--- config.mk ---
export PLATFORM = sky130hd
export DESIGN_NAME = vrased_reset_seq
export DESIGN_NICKNAME = d
export VERILOG_FILES = /design/src/rtl/vrased_pkg.sv /design/src/rtl/vrased_hold_timer.sv /design/src/rtl/vrased_reset_seq.sv
export SDC_FILE = /design/constraint.sdc
export NUM_CORES = 1
export LEC_CHECK = 0
export BUFFER_PORTS_ARGS = -buffer_cell sky130_fd_sc_hd__buf_4
export CORE_ASPECT_RATIO = 2
export CORE_MARGIN = 3
export CORE_UTILIZATION = 45
export CTS_CLUSTER_DIAMETER = 200
export DETAILED_ROUTE_END_ITERATION = 7
export GPL_TIMING_DRIVEN = 0
export PLACE_DENSITY = 0.74
export RECOVER_POWER = 100
export SETUP_SLACK_MARGIN = 0.2
export SLEW_MARGIN = 20
export SYNTH_ARGS = -nofsm -noshare
export SYNTH_HDL_FRONTEND = slang
export SYNTH_SLANG_ARGS = --single-unit
--- constraint.sdc ---
create_clock -name clk -period 2.2 [get_ports clk]
set_input_delay 0.11 -clock clk [delete_from_list [all_inputs] [get_ports clk]]
set_output_delay 0.11 -clock clk [all_outputs]
set_load 0.05 [all_outputs]
--- src/rtl/vrased_pkg.sv ---
// ============================================================================
// Module : vrased_pkg
// Shared types and constants for the VRASED reset-sequencing logic.
// Rev    : 1.0
// ============================================================================
`default_nettype none

package vrased_pkg;

    typedef enum logic [1:0] {
        ST_IDLE         = 2'd0,
        ST_HOLD         = 2'd1,
        ST_WAIT_HANDLER = 2'd2
    } state_t;

    localparam int VIOL_X_STACK     = 0;
    localparam int VIOL_AC          = 1;
    localparam int VIOL_ATOMICITY   = 2;
    localparam int VIOL_DMA_AC      = 3;
    localparam int VIOL_DMA_DETECT  = 4;
    localparam int VIOL_DMA_X_STACK = 5;
    localparam int VIOL_WIDTH       = 6;

    localparam int          DEFAULT_HOLD_CYCLES   = 4;
    localparam logic [15:0] DEFAULT_RESET_HANDLER = 16'h0000;
    localparam int          TIMER_WIDTH           = 8;

    function automatic logic [7:0] sat_inc8(input logic [7:0] value);
        return (value == 8'hFF) ? value : value + 8'd1;
    endfunction

endpackage

`default_nettype wire

--- src/rtl/vrased_hold_timer.sv ---
// ============================================================================
// Module : vrased_hold_timer
// Loadable down-counter with enable and zero flag; stops at zero.
// Rev    : 1.0
// ============================================================================
`default_nettype none

module vrased_hold_timer
    import vrased_pkg::*;
(
    input  logic                   clk,
    input  logic                   rst,
    input  logic                   load,
    input  logic [TIMER_WIDTH-1:0] load_val,
    input  logic                   en,
    output logic                   zero
);

    logic [TIMER_WIDTH-1:0] r_count;

    always_ff @(posedge clk) begin
        if (rst) begin
            r_count <= '0;
        end else if (load) begin
            r_count <= load_val;
        end else if (en && (r_count != '0)) begin
            r_count <= r_count - 1'b1;
        end
    end

    assign zero = (r_count == '0);

endmodule

`default_nettype wire

--- src/rtl/vrased_reset_seq.sv ---
// ============================================================================
// Module : vrased_reset_seq
// Turns monitor violations into a timed processor reset and waits for the
// CPU to reach the reset handler before re-arming.
// Rev    : 1.0
// ============================================================================
`default_nettype none

module vrased_reset_seq
    import vrased_pkg::*;
#(
    parameter int          HOLD_CYCLES   = DEFAULT_HOLD_CYCLES,
    parameter logic [15:0] RESET_HANDLER = DEFAULT_RESET_HANDLER
) (
    input  logic                  clk,
    input  logic                  reset,
    input  logic [VIOL_WIDTH-1:0] viol,
    input  logic [15:0]           pc,
    output logic                  sys_reset,
    output logic [VIOL_WIDTH-1:0] cause,
    output logic [7:0]            viol_cnt,
    output logic                  busy
);

    localparam logic [TIMER_WIDTH-1:0] C_HOLD_LOAD = TIMER_WIDTH'(HOLD_CYCLES - 1);

    state_t                r_state;
    state_t                w_state_nxt;
    logic                  w_timer_load;
    logic                  w_timer_en;
    logic                  w_timer_zero;
    logic [VIOL_WIDTH-1:0] w_cause_nxt;
    logic [7:0]            w_cnt_nxt;
    logic                  w_viol_any;
    logic                  w_pc_match;

    assign w_viol_any = |viol;
    assign w_pc_match = (pc == RESET_HANDLER);

    vrased_hold_timer u_hold_timer (
        .clk      (clk),
        .rst      (reset),
        .load     (w_timer_load),
        .load_val (C_HOLD_LOAD),
        .en       (w_timer_en),
        .zero     (w_timer_zero)
    );

    always_comb begin
        w_state_nxt  = r_state;
        w_timer_load = 1'b0;
        w_timer_en   = 1'b0;
        w_cause_nxt  = cause;
        w_cnt_nxt    = viol_cnt;
        case (r_state)
            ST_IDLE: begin
                // A new episode replaces the cause; later hits only accumulate.
                if (w_viol_any) begin
                    w_state_nxt  = ST_HOLD;
                    w_timer_load = 1'b1;
                    w_cause_nxt  = viol;
                    w_cnt_nxt    = sat_inc8(viol_cnt);
                end
            end
            ST_HOLD: begin
                w_cause_nxt = cause | viol;
                if (w_timer_zero) begin
                    w_state_nxt = ST_WAIT_HANDLER;
                end else begin
                    w_timer_en = 1'b1;
                end
            end
            ST_WAIT_HANDLER: begin
                if (w_viol_any) begin
                    w_state_nxt  = ST_HOLD;
                    w_timer_load = 1'b1;
                    w_cause_nxt  = cause | viol;
                end else if (w_pc_match) begin
                    w_state_nxt = ST_IDLE;
                end
            end
            default: begin
                w_state_nxt = ST_IDLE;
            end
        endcase
    end

    // Outputs are registered from the next-state values so they line up
    // with the state register without any combinational path to ports.
    always_ff @(posedge clk) begin
        if (reset) begin
            r_state   <= ST_IDLE;
            sys_reset <= 1'b0;
            busy      <= 1'b0;
            cause     <= '0;
            viol_cnt  <= 8'h00;
        end else begin
            r_state   <= w_state_nxt;
            sys_reset <= (w_state_nxt == ST_HOLD);
            busy      <= (w_state_nxt != ST_IDLE);
            cause     <= w_cause_nxt;
            viol_cnt  <= w_cnt_nxt;
        end
    end

endmodule

`default_nettype wire

==> results.ini <==
[drt]
routed_wirelength_um=3010
final_antenna_net_count=0
vias=1182
routedWlPerCell_um=14.3
detail_route.first_pass.iterations=4
vias_per_cell=5.60
first_iter_violations=28
drc=0

[finish]
finish.instance_area_um2=1530
nets=214
multiInputGateArea_um2=664
utilization_pct=59.4
finalNonFillerCells=211
fillers=252
final-seq-area_um2=520
drive_above_1_share_pct=15.8
diodes=0
area_growth_pct=25.6

[sta]
fin_crit_sh_pct=82.3
setup_slack_ns=0.390
final-setup-viol-count=0
slew_headroom_pct=53.5
rsz0062_at_grt=no
hold_viol=0
fin_setup_tns_ns=0
clock_skew_ns=0.00268
whs_ns=0.0983
min_period_ns=1.81
fmax_mhz=552
tightest_slew_ns=0.690
slew_viol_final=0

[synthesis]
synthCells=141
asyncSetResetFlopFracSynth_pct=0
netlist_area_um2=1210
synth_top_cell_area_share_pct=42.8
synth_cell_types=30
avgSynthCellArea_um2=8.62
synth.ff_latch_count=26
synth_ff_type=dfxtp_1
yosysWarnings=0
ys_top_cells_by_area=dfxtp_1 (43%), nor2_1 (7.1%), xnor2_1 (6.5%), ha_1 (6.2%), nor4_1 (4.1%)
synth-edff-count=0
yosysMostFrequentCell=dfxtp_1
ys_seq_area_share_pct=42.8
synth_top_area_cell=dfxtp_1
synth_common_cells=dfxtp_1 (26), nor2_1 (23), nand2_1 (9), xnor2_1 (9)
syn-num-nets=171

[status]
status=completed

[critical_path]
critPathSlowestCell=dfxtp_1
crit_fanout=9
reg2reg_from=r_state[0]
cp_top_family=flip-flops
path_buf_inv=2
crit_required_ns=2.35
worstRegToRegCells=7
critical_path.startpoint_type=register
cp.arrival_ns=1.96
cpPeakStageDelay_ns=0.39
path_cells=inv_1 > ha_1 > a21bo_2 > clkbuf_1 > nor4_1 > xnor2_1 > nor2_1
critPathKind=register to register
rr_endpoint=viol_cnt[7]
reg2reg_slack_ns=0.39
critPathCaptureType=register

[clock_tree]
cts_inserted_buffers=3
cts_tree=yes
htreeDepth=1
postCtsHoldBufs=0
clkSinkCount=26
ctsRootBufferMaster=clkbuf_8
cts_buffer_depth=2
clk_pin_slew_ns=0.09
clk_latency_ns=0.27

[die]
rows=26
initial_utilization_pct=47.3
coreArea_um2=2570
die_x_um=42.7
die-height_um=79.5
io_pins=40
die_area_um2=3400

[place]
dp_hpwl_um=2440
dpl_cell_area_um2=1540
gp_congestion=0.807
dp_slack_ns=0.278
dp_cells=207
io_buffers=38

[grt]
busiest_layer=met2
use_met3_pct=3.16
grt_pass1_vias=1214
overflow=0
grt_use_met1_pct=16.5
grt_pass1_wl_um=5000
grt_use_total_pct=19.1
grt_max_degree=15
met2_usage_pct=37.3
antenna_found_initial=0

[power_and_ir_drop]
finalPower_mw=1.35
p_sw_uw=507
clkPwrFrac_pct=22.8
p_sw_share_pct=37.7
pwr-share-comb_pct=34.4
p_int_uw=838
p_per_area_nw_per_um2=881
p_leak_nw=0.581
power_frac_seq_pct=42.8
peakVddDrop_mv=0.784

[worst_hold_path]
hp-class=input pin to register
hold_depth=3
whs_endpoint=cause[5]
min_from=viol[5]

[flow_run]
drv_cap=0

## timing repair
| action | 4_1_cts | 5_1_grt |
|---|---|---|
| buffers inserted | 0 | 0 |
| resized for setup | 0 | 1 |
| setup endpoints to repair | 0 | 6 |
## logic make-up (layout without fill, tap and decap cells)
| kind of cell | count (synthesis) | in the layout | synth area share [%] |
|---|---|---|---|
| fa+ha+maj | 6 | 6 | 6.18 |
| buf+inv | 8 | 50 | 2.57 |
| xor+xnor | 12 | 12 | 8.65 |
| flops | 26 | 26 | 42.8 |
| simple gates | 62 | 62 | 25.0 |
| compound gates | 27 | 27 | 14.7 |
## per-layer routing
metal	wire length [µm]	vias to the layer above
li1	-	587
met3	86	16
met5	0	-
met2	1770	28
met1	994	551
met4	161	0
## tightest hold or removal path: stages
cell and delay (ns):
buf_4 0.09, a22oi_1 0.07, nor2_1 0.08
## power by group through the flow
| stage | registers (mW) | clock network [mW] | logic (mW) |
|---|---|---|---|
| after global routing | 0.586 | 0.335 | 0.512 |
| after detailed placement | 0.589 | 0 | 0.502 |
| after CTS | 0.579 | 0.319 | 0.504 |
| final | 0.576 | 0.307 | 0.463 |
| after floorplan | 0.711 | 0 | 0.226 |
| after global placement | 0.588 | 0 | 0.485 |
## how the worst max path moves through the flow
| stage | start | endpoint | slack (ns) | cells past startpoint |
|---|---|---|---|---|
| after detailed placement | u_hold_timer.r_count[0] | busy | 0.28 | 7 |
| after floorplan | viol_cnt[0] | viol_cnt[0] | 0.47 | 6 |
| after CTS | u_hold_timer.r_count[0] | busy | 0.28 | 7 |
| after global routing | r_state[0] | viol_cnt[5] | 0.19 | 7 |
| after global placement | u_hold_timer.r_count[0] | busy | 0.32 | 7 |
| final | r_state[0] | viol_cnt[7] | 0.39 | 7 |
## registers in the layout, summed over array words and instances (netlist names)
| signal | flops |
|---|---|
| busy | 1 |
| viol_cnt | 8 |
| u_hold_timer.r_count | 8 |
| cause | 6 |
| r_state | 2 |
| sys_reset | 1 |
## cell type report
| type | count | share of cell area, % |
|---|---|---|
| multi-input cells | 107 | 43.5 |
| repair buffers | 38 | 14.5 |
| inverters | 5 | 1.23 |
| clock buffers | 4 | 3.61 |
| well taps | 28 | 2.30 |
| flip-flops and latches | 26 | 34.1 |
| plain buffers | 3 | 0.738 |
## placed cells by master, fill, tap and decap left out, types with 2 or more instances in the layout
master,count
clkbuf_1,20
nand3_1,6
nor3_1,5
a21oi_1,8
xnor2_1,9
nor2_1,23
xor2_1,3
nor4_1,8
nand2_1,9
inv_1,5
nand4_1,4
nor3b_2,2
buf_4,20
o21ai_0,6
dfxtp_1,26
clkbuf_8,4
ha_1,6
a22oi_1,6
Note: power is estimated with default switching activity, not from simulation.
